$ cat src/rtl/qeciphy_gt_pkg.sv
// Shared types and sizing helpers for the multi-lane GT reset sequencer.
package qeciphy_gt_pkg;

    typedef enum logic [2:0] {
        ST_IDLE      = 3'd0,
        ST_QPLL_RST  = 3'd1,
        ST_WAIT_LOCK = 3'd2,
        ST_GT_RST    = 3'd3,
        ST_WAIT_DONE = 3'd4,
        ST_READY     = 3'd5,
        ST_RX_RST    = 3'd6,
        ST_FAIL      = 3'd7
    } gt_state_e;

    // Width of a counter that can hold the largest of the three limits.
    function automatic int timer_width(input int a, input int b, input int c);
        int m;
        m = a;
        if (b > m) m = b;
        if (c > m) m = c;
        return $clog2(m + 1);
    endfunction

endpackage

$ cat src/rtl/qeciphy_bit_sync.sv
// Two-flop synchroniser for asynchronous level inputs; resets to zero.
module qeciphy_bit_sync #(
    parameter int WIDTH = 1
) (
    input  logic             clk,
    input  logic             rst_n,
    input  logic [WIDTH-1:0] d_i,
    output logic [WIDTH-1:0] q_o
);

    logic [WIDTH-1:0] meta_q;
    logic [WIDTH-1:0] sync_q;

    always_ff @(posedge clk or negedge rst_n) begin
        if (!rst_n) begin
            meta_q <= '0;
            sync_q <= '0;
        end else begin
            meta_q <= d_i;
            sync_q <= meta_q;
        end
    end

    assign q_o = sync_q;

endmodule

$ cat src/rtl/qeciphy_gt_reset_sequencer.sv
// Multi-lane PLL/GT reset and bring-up sequencer with timeouts and bounded retries.
// Optional RX-only recovery on data-valid loss: QECIPHY_RX_DATA_ERR_RESET_EN.
module qeciphy_gt_reset_sequencer
    import qeciphy_gt_pkg::*;
#(
    parameter int NUM_LANES         = 1,
    parameter int RESET_HOLD_CYCLES = 16,
    parameter int LOCK_TIMEOUT      = 65536,
    parameter int DONE_TIMEOUT      = 65536,
    parameter int DATA_ERR_CYCLES   = 1024,
    parameter int MAX_RETRIES       = 3
) (
    input  logic                               clk,
    input  logic                               rst_n,
    input  logic                               enable_i,
    input  logic                               qplllock_i,
    input  logic                               qpllrefclklost_i,
    input  logic [NUM_LANES-1:0]               txresetdone_i,
    input  logic [NUM_LANES-1:0]               rxresetdone_i,
    input  logic [NUM_LANES-1:0]               rx_data_valid_i,
    output logic                               qpllreset_o,
    output logic [NUM_LANES-1:0]               gttxreset_o,
    output logic [NUM_LANES-1:0]               gtrxreset_o,
    output logic [NUM_LANES-1:0]               txuserrdy_o,
    output logic [NUM_LANES-1:0]               rxuserrdy_o,
    output logic                               tx_ready_o,
    output logic                               rx_ready_o,
    output logic                               error_o,
    output logic [2:0]                         state_o,
    output logic [$clog2(MAX_RETRIES+1)-1:0]   retry_count_o
);

    localparam int TW = timer_width(LOCK_TIMEOUT, DONE_TIMEOUT, RESET_HOLD_CYCLES);
    localparam int RW = $clog2(MAX_RETRIES + 1);
    localparam logic [TW-1:0] HOLD_LIM = TW'(RESET_HOLD_CYCLES - 1);
    localparam logic [TW-1:0] LOCK_LIM = TW'(LOCK_TIMEOUT - 1);
    localparam logic [TW-1:0] DONE_LIM = TW'(DONE_TIMEOUT - 1);

    logic                 lock_s, refclklost_s, pll_lost, done_all, data_err, retry_fire;
    logic [NUM_LANES-1:0] txdone_s, rxdone_s;
    gt_state_e            state_q, state_d;
    logic [TW-1:0]        timer_q, timer_d;
    logic [RW-1:0]        retry_q, retry_d;
    logic                 rx_only_q, rx_only_d, gt_hold;
    logic                 qpllreset_q, qpllreset_d, tx_ready_q, tx_ready_d;
    logic                 rx_ready_q, rx_ready_d, error_q, error_d;
    logic [NUM_LANES-1:0] gttxreset_q, gttxreset_d, gtrxreset_q, gtrxreset_d;
    logic [NUM_LANES-1:0] txuserrdy_q, txuserrdy_d, rxuserrdy_q, rxuserrdy_d;

    qeciphy_bit_sync #(.WIDTH(2)) u_sync_pll (
        .clk(clk), .rst_n(rst_n),
        .d_i({qpllrefclklost_i, qplllock_i}), .q_o({refclklost_s, lock_s})
    );
    qeciphy_bit_sync #(.WIDTH(2*NUM_LANES)) u_sync_done (
        .clk(clk), .rst_n(rst_n),
        .d_i({txresetdone_i, rxresetdone_i}), .q_o({txdone_s, rxdone_s})
    );

    assign pll_lost = !lock_s || refclklost_s;
    assign done_all = (&txdone_s) && (&rxdone_s);

`ifdef QECIPHY_RX_DATA_ERR_RESET_EN
    localparam int DW = $clog2(DATA_ERR_CYCLES + 1);
    logic [NUM_LANES-1:0] valid_s, lane_err;
    logic [DW-1:0]        err_cnt_q [NUM_LANES];

    qeciphy_bit_sync #(.WIDTH(NUM_LANES)) u_sync_valid (
        .clk(clk), .rst_n(rst_n), .d_i(rx_data_valid_i), .q_o(valid_s)
    );

    always_ff @(posedge clk or negedge rst_n) begin
        if (!rst_n) begin
            for (int i = 0; i < NUM_LANES; i++) err_cnt_q[i] <= '0;
        end else begin
            for (int i = 0; i < NUM_LANES; i++) begin
                if (state_q != ST_READY || valid_s[i])
                    err_cnt_q[i] <= '0;
                else if (err_cnt_q[i] != DW'(DATA_ERR_CYCLES))
                    err_cnt_q[i] <= err_cnt_q[i] + 1'b1;
            end
        end
    end

    // The current low cycle completes the run when the count already holds the other N-1.
    always_comb begin
        for (int i = 0; i < NUM_LANES; i++)
            lane_err[i] = !valid_s[i] && (err_cnt_q[i] >= DW'(DATA_ERR_CYCLES - 1));
    end
    assign data_err = |lane_err;
`else
    logic unused_rx_data_valid;
    assign unused_rx_data_valid = ^rx_data_valid_i;
    assign data_err = 1'b0;
`endif

    always_comb begin
        state_d    = state_q;
        retry_d    = retry_q;
        retry_fire = 1'b0;
        if (!enable_i) begin
            state_d = ST_IDLE;
        end else if (pll_lost && (state_q inside {ST_GT_RST, ST_WAIT_DONE, ST_READY, ST_RX_RST})) begin
            state_d = ST_QPLL_RST;
        end else begin
            case (state_q)
                ST_IDLE:      state_d = ST_QPLL_RST;
                ST_QPLL_RST:  if (timer_q == HOLD_LIM) state_d = ST_WAIT_LOCK;
                ST_WAIT_LOCK: begin
                    if (lock_s) state_d = ST_GT_RST;
                    else if (timer_q == LOCK_LIM) retry_fire = 1'b1;
                end
                ST_GT_RST:    if (timer_q == HOLD_LIM) state_d = ST_WAIT_DONE;
                ST_WAIT_DONE: begin
                    if (done_all) state_d = ST_READY;
                    else if (timer_q == DONE_LIM) begin
`ifdef QECIPHY_RX_DATA_ERR_RESET_EN
                        if (rx_only_q) state_d = ST_RX_RST;
                        else
`endif
                        retry_fire = 1'b1;
                    end
                end
                ST_READY: begin
                    if (data_err) state_d = ST_RX_RST;
                end
`ifdef QECIPHY_RX_DATA_ERR_RESET_EN
                ST_RX_RST:    if (timer_q == HOLD_LIM) state_d = ST_WAIT_DONE;
`endif
                ST_FAIL:      state_d = ST_FAIL;
                default:      state_d = ST_IDLE;
            endcase
            if (retry_fire) begin
                retry_d = retry_q + 1'b1;
                state_d = (retry_d == RW'(MAX_RETRIES)) ? ST_FAIL : ST_QPLL_RST;
            end
        end
        // A fresh enable starts with the full retry budget.
        if (state_d == ST_IDLE || state_d == ST_READY) retry_d = '0;

        rx_only_d = rx_only_q;
        if (state_q == ST_RX_RST && state_d == ST_WAIT_DONE) rx_only_d = 1'b1;
        else if (state_d != ST_WAIT_DONE && state_d != ST_RX_RST) rx_only_d = 1'b0;

        if (state_d != state_q) timer_d = '0;
        else if (&timer_q)      timer_d = timer_q;
        else                    timer_d = timer_q + 1'b1;

        // Outputs are decoded from the next state so they align with state_q.
        gt_hold     = state_d inside {ST_IDLE, ST_QPLL_RST, ST_WAIT_LOCK, ST_GT_RST, ST_FAIL};
        qpllreset_d = state_d inside {ST_IDLE, ST_QPLL_RST, ST_FAIL};
        gttxreset_d = {NUM_LANES{gt_hold}};
        gtrxreset_d = {NUM_LANES{gt_hold || state_d == ST_RX_RST}};
        txuserrdy_d = {NUM_LANES{state_d inside {ST_WAIT_DONE, ST_READY, ST_RX_RST}}};
        rxuserrdy_d = {NUM_LANES{state_d inside {ST_WAIT_DONE, ST_READY}}};
        tx_ready_d  = (state_d == ST_READY) || (state_d == ST_RX_RST) ||
                      (state_d == ST_WAIT_DONE && rx_only_d);
        rx_ready_d  = (state_d == ST_READY);
        error_d     = (state_d == ST_FAIL);
    end

    always_ff @(posedge clk or negedge rst_n) begin
        if (!rst_n) begin
            state_q     <= ST_IDLE;
            timer_q     <= '0;
            retry_q     <= '0;
            rx_only_q   <= 1'b0;
            qpllreset_q <= 1'b1;
            gttxreset_q <= '1;
            gtrxreset_q <= '1;
            txuserrdy_q <= '0;
            rxuserrdy_q <= '0;
            tx_ready_q  <= 1'b0;
            rx_ready_q  <= 1'b0;
            error_q     <= 1'b0;
        end else begin
            state_q     <= state_d;
            timer_q     <= timer_d;
            retry_q     <= retry_d;
            rx_only_q   <= rx_only_d;
            qpllreset_q <= qpllreset_d;
            gttxreset_q <= gttxreset_d;
            gtrxreset_q <= gtrxreset_d;
            txuserrdy_q <= txuserrdy_d;
            rxuserrdy_q <= rxuserrdy_d;
            tx_ready_q  <= tx_ready_d;
            rx_ready_q  <= rx_ready_d;
            error_q     <= error_d;
        end
    end

    assign qpllreset_o   = qpllreset_q;
    assign gttxreset_o   = gttxreset_q;
    assign gtrxreset_o   = gtrxreset_q;
    assign txuserrdy_o   = txuserrdy_q;
    assign rxuserrdy_o   = rxuserrdy_q;
    assign tx_ready_o    = tx_ready_q;
    assign rx_ready_o    = rx_ready_q;
    assign error_o       = error_q;
    assign state_o       = state_q;
    assign retry_count_o = retry_q;

endmodule

$ cat config.mk
export PLATFORM = sky130hd
export DESIGN_NAME = qeciphy_gt_reset_sequencer
export DESIGN_NICKNAME = d
export VERILOG_FILES = /design/src/rtl/qeciphy_gt_pkg.sv /design/src/rtl/qeciphy_bit_sync.sv /design/src/rtl/qeciphy_gt_reset_sequencer.sv
export SDC_FILE = /design/constraint.sdc
export NUM_CORES = 1
export LEC_CHECK = 0
export ABC_CLOCK_PERIOD_IN_PS = 4200
export CORE_MARGIN = 5
export CORE_UTILIZATION = 45
export CTS_CLUSTER_DIAMETER = 30
export CTS_CLUSTER_SIZE = 25
export DETAILED_ROUTE_END_ITERATION = 7
export DONT_BUFFER_PORTS = 1
export PLACE_DENSITY = 0.63
export SLEW_MARGIN = 0
export SYNTH_ARGS = -nofsm -noshare
export SYNTH_HDL_FRONTEND = slang
export SYNTH_SLANG_ARGS = --single-unit
$ cat constraint.sdc
create_clock -name clk -period 4.2 [get_ports clk]
set_input_delay 0.84 -clock clk [delete_from_list [all_inputs] [get_ports clk]]
set_output_delay 0.84 -clock clk [all_outputs]
set_load 0.02 [all_outputs]
After elaboration in Yosys (flattened, before gate mapping) --
Cells that the tools add are included.
Word-level totals: logic and storage cells 85, register bits after elaboration 39, output and inout bits 13, bits of input ports 8
Operators by class: add/subtract/negate cells 2, reduce and logical (&&, ||, !) cells 22, mux-type cells 23, equal/unequal tests 22
Operators by type and width (number):
- 2-to-1 mux 17 bit | 2
- equality test 3 bit, second input constant | 8
- 2-to-1 mux 3 bit | 8
- one-hot mux 3 bit (7 select lines) | 1
- adder 17 x 1 -> 17 bit, second input constant | 1
- equality test 17 x 16 -> 1 bit, second input constant | 1
- equality test 17 x 4 -> 1 bit, second input constant | 1
- AND reduction 17 bit | 1
- equality test 3 x 2 -> 1 bit, second input constant | 4
- 2-to-1 mux 2 bit | 4
- 2-to-1 mux 1 bit | 7
- equality test 3 x 1 -> 1 bit, second input constant | 2
- logical NOT 3 bit | 2
- != test 3 bit, second input constant | 2
- nonzero test 2 bit | 3
- nonzero test 3 bit | 2
- logical AND 1 bit | 5
- logical OR 1 bit | 5
- nonzero test 5 bit | 1
- nonzero test 4 bit | 1
- != test 3 bit | 1
- AND reduction 3 bit | 1
- adder 2 x 1 -> 2 bit, second input constant | 1
- equality test 2 bit, second input constant | 1
- 4 further kinds | 4

Logic depth before layout (Yosys ltp) --
word-level depth 15, gate-level depth with buffers 12, gate-level depth less buffers 10

By module --
A second synthesis with hierarchy kept.
Second synthesis, totals: cell total of the unflattened synthesis 197, area, all modules 2174.6 sq um
By module, submodules not included:
- qeciphy_gt_reset_sequencer | cells each 189, instances 1, sequential area each 779.5 sq um, area an instance 1974.4 sq um
- qeciphy_bit_sync | cells each 4, instances 2, sequential area each 100.1 sq um, area an instance 100.1 sq um

Worst setup path after synthesis --
OpenSTA, ideal clock, no wires.
path type register to register, start register timer_q[4], end register timer_q[13], arrival 2366 ps, data required time 4081 ps, path slack 1715 ps, setup time 119 ps, clock period less this slack 2485 ps, cell stages (with the launch flop) 13, path buffers 2, cells stage by stage dfrtp_1 -> clkbuf_1 -> and3_1 -> nand4_1 -> nor4_1 -> ha_1 -> nand2b_1 -> nor2_1 -> a21o_1 -> a311oi_2 -> o211ai_4 -> buf_6 -> nor2_1
On the way: word-level cells in the longest chain between the ends 11, elaborated cells between the ends (all ways) 20, classes of those cells 1 x add/sub; 4 x eq/ne; 14 x mux; 1 x reduce/logical
RTL lines:
- start: declaration | line qeciphy_gt_reset_sequencer.sv:42 | logic [TW-1:0] timer_q, timer_d;
- start signal: assignment | line qeciphy_gt_reset_sequencer.sv:177 | timer_q <= timer_d;
- equality test 17 x 16 -> 1 bit | line qeciphy_gt_reset_sequencer.sv:110, qeciphy_gt_reset_sequencer.sv:115
- 2-to-1 mux 1 bit | line qeciphy_gt_reset_sequencer.sv:110, qeciphy_gt_reset_sequencer.sv:115
- 2-to-1 mux 1 bit, on equally long branches | line qeciphy_gt_reset_sequencer.sv:114, qeciphy_gt_reset_sequencer.sv:109
- one-hot mux 1 bit (2 select lines) | line qeciphy_gt_reset_sequencer.sv:105 | case (state_q)
- 2-to-1 mux 1 bit | line qeciphy_gt_reset_sequencer.sv:102 | end else if (pll_lost && (state_q inside {ST_GT_RST, ST_WAIT_DONE, ST_READY, ST_RX_RST})) begin
- 2-to-1 mux 1 bit | line qeciphy_gt_reset_sequencer.sv:100 | if (!enable_i) begin
- 2-to-1 mux 3 bit | line qeciphy_gt_reset_sequencer.sv:132 | if (retry_fire) begin
- 2-to-1 mux 3 bit | line qeciphy_gt_reset_sequencer.sv:102
- 2-to-1 mux 3 bit | line qeciphy_gt_reset_sequencer.sv:100
- != test 3 bit | line qeciphy_gt_reset_sequencer.sv:144 | if (state_d != state_q) timer_d = '0;
- != test 2 bit (no line) / 2-to-1 mux 17 bit (equally long branches)
Several ways; a longest one is shown, not always the timed one. The select of a mux whose other input is x is not followed. A chain may end at the register's enable or synchronous reset.

Final worst setup path --
start register timer_q[6], end register timer_q[3]
Same word-level chain as after synthesis.

==> summary.md <==
| Metric | Value |
|---|---|
| Outcome | finished clean |
| Critical path peak fanout | 17 |
| Synth unique cells | 47 |
| Row count | 24 |
| Combinational Power Share | about 5.6% |
| Share of layout cells above drive strength 1 | roughly an eighth |
| Setup bufs post-CTS | 0 |
| Setup crit end kind | flop |
| Max-slew violations | 0 |
| Post-Syn Instances | 195 |
| GRT Residual Overflow | 0 |
| Mapped Nets | around 210 |
| Antenna viol nets, final | 0 |
| Count leader, synth | dfrtp_1 |
| Root buffer selected by CTS | clkbuf_8 |
| Mux contribution to synthesized area | under 10% |
| Synthesized area | about 2000 µm² |
| # hold bufs at CTS | 0 |
| Clk_skew | 10.9 ps |
| Clock transition at path regs | ~80 ps |
| Final setup fails | 0 |
| Post-synth EDFFs | 0 |
| Post-CTS sizing | 0 |
| Antenna violations before repair | 0 |
| Post-synthesis adder-cell area fraction | between 2 and 3% |
| Compound-Gate Fraction of Synth Area | 12.1% |
| Core Region | 4290 µm² |
| Hpwl dp | 2.50 mm |
| Final Power | between 0.7 and 0.8 mW |
| Global-route wire length before repair | around 6.0 mm |
| Nets | slightly above 200 |
| Register area share after synthesis | 50.0% |
| Unrepaired setup endpoints after global routing | no |
| Number of buffers created by CTS | 5 |
| GPL Wtd Cong | roughly 0.8 |
| Yosys top cell area share | 46.0% |
| Ys Warns | 0 |
| Largest family of logic cells by synthesized area | simple AND/OR/NAND/NOR gates |
| Area growth, synth to finish | 7.03% |
| Fin crit share | 70.2% |
| Area leader, netlist | dfrtp_1 |
| Maximum clock rate | between 0.3 and 0.4 GHz |
| Drt first pass iters | 4 |
| Fraction of registers with async set/reset | between 90% and 100% |
| Simple-Gate Fraction of Synth Area | a little over a fifth |
| Data arrival time of the worst path | between 3000 and 4000 ps |
| Routed len/inst | 13.8 µm |
| Switch share | a little under a quarter |
| Final wirelength | ~3.4 mm |
| Count of buffers from port buffering | 0 |
| Vias in the first global route | between 1,000 and 1,500 |
| Clk_lat worst skew | roughly 300 ps |
| Initial Utilization | a little under half |
| Max Root-Sink Buffers | 2 |
| Crit-path cells | and4_1 -> nand4_1 -> nor4_1 -> ha_1 -> nand2b_1 -> nor2_1 -> a21o_1 -> a311oi_2 -> o211ai_4 -> nor2_1 |
| Antenna cells | 0 |
| Fin util | between 40% and 50% |
| CTS tree | done |
| Flop pwr share | a little over half |
| GRT Total Usage | 12.9% |
| Post-Synth XOR/XNOR Area | 7.16% |
| CTS H-tree lvls | 2 |
| Worst setup SP type | flop |
| DRC | 0 |
| Hold Crit Class | input pin to asynchronous set/reset pin |
| Ys flop type | dfrtp_1 |
| Switching Power | ~0.17 mW |
| Final Hold Vio Count | 0 |
| DRT iter0 DRCs | between 80 and 90 |
| Crit-path most repeated cell | nor2_1 |
| Average footprint of a synthesized cell | 10.0 µm² |
| Post-synthesis sequential element count | 39 |
| Number of sinks on the clock net | 39 |
| Tightest Pin Transition | around 740 ps |
| Clock share of power | between 40% and 50% |
| Max_cap viols | 0 |
| Area contributors post-synth | dfrtp_1 (46%), nor2_1 (6.7%), dfstp_2 (4.0%), xnor2_1 (4.0%), xor2_1 (3.1%) |
| Synth top cells by count | dfrtp_1 (36), nor2_1 (35), inv_1 (12), nand2_1 (11), xnor2_1 (9) |
| Die H | roughly 76 µm |
| VDD IR max | 109 µV |
| Die X-Extent | ~76 µm |
| Top Ports | 21 |
| Detailed-route via count | roughly 1,300 |
| Internal Power | 0.582 mW |
| Worst rel slew slack | approximately half |
| Path type of the worst setup path | flop to flop |
| Slowest CP cell | o211ai_4 |
| Lkg Pwr | 0.902 nW |
| Fin Setup TNS | 0 ps |
| Cell Pwr Density | between 300 and 400 nW/µm² |
| Min Tclk post-route | just under 3000 ps |
| CP peak stage delay | 470 ps |
| Drt via density | around 5.4 |
| Die Area | 5770 µm² |
| Req. time, crit path | between 4000 and 5000 ps |
| Largest net degree at the start of global routing | 40 |
[layer usage]
layer	vias to the layer above	GRT usage [%]	share of wire [%]
li1	665	-	-
met1	620	15.7	43
met2	31	20.0	49
met3	8	4.38	5.3
met4	0	6.76	2.5
met5	-	0	0
[power by group through the flow]
stage	sequential (mW)	combinational [mW]	clock, mW
2_1_floorplan	0.400	0.0397	0
3_3_place_gp	0.403	0.0413	0
3_5_place_dp	0.404	0.0427	0
4_1_cts	0.396	0.0432	0.327
5_1_grt	0.398	0.0480	0.342
6_report	0.396	0.0424	0.315
[worst max-delay path, delay by kind of cell (launching register included)]
kind	cells	cell delay [ps]
simple gates	6	1180
flops	1	440
compound gates	3	890
fa+ha+maj	1	300
[registers in the layout, indices dropped and copies added, names as in the netlist, 2 cells and up]
| name | count |
|---|---|
| state_o | 3 |
| timer_q | 17 |
| u_sync_pll.meta_q | 2 |
| u_sync_pll.q_o | 2 |
| u_sync_done.meta_q | 2 |
| retry_count_o | 2 |
| u_sync_done.q_o | 2 |
[cell usage in the layout, fill, tap and decap left out, types with 2 or more instances in the layout]
master    count
a21oi_1       8
o21ai_1       2
inv_1        12
xnor2_1       9
dfrtp_1      36
inv_2         2
dfstp_2       3
nor2b_1       4
a211oi_2      2
nand4_1       5
or4_1         2
and3_1        2
nand2b_1      2
clkbuf_8      5
ha_1          4
nand3_1       7
xor2_1        7
nor3_1        3
nor4_1        3
o21bai_1      3
nand2_1      11
nor2_1       35
mux2i_1       3
[path summary, 6_finish.rpt]
path,cells after the start,startpoint,endpoint,slack (ps)
worst max-delay path,10,timer_q[6],timer_q[3],1250
worst min register to register,0,u_sync_pll.meta_q[0],u_sync_pll.q_o[0],350
worst max register to register,10,timer_q[6],timer_q[3],1250
max in group asynchronous,0,rst_n,qpllreset_o,3780
worst min-delay path,0,rst_n,u_sync_done.q_o[0],230
min in group clk,0,u_sync_pll.meta_q[0],u_sync_pll.q_o[0],350
[per-stage QoR]
step                      setup slack (ps)  hold slack (ps)  cell area, µm²  cells
after global routing                   916              205            2100    247
after detailed placement              1260              335            1980    239
after CTS                             1220              214            2100    247
final                                 1250              232            2100    247
after floorplan                       1720              331            1960    195
after global placement                1330              333            1980    239
[logic make-up (layout without fill, tap and decap cells)]
logic type,count (synthesis),in the layout
AND/OR/NAND/NOR,83,83
buffers and inverters,22,22
AO/OA/AOI/OAI,28,28
adder cells (fa/ha/maj),4,4
flip-flops,39,39
multiplexers,3,3
XOR/XNOR,16,16
[layout make-up]
type                       count  area, µm²
clock buffer                   5       68.8
sequential                    39        980
fill                         401       2200
inverter                      14       52.6
tap                           52       65.1
multi-input combinational    134        883
clock inverter                 3       46.3
(Power assumes the default switching activity.)
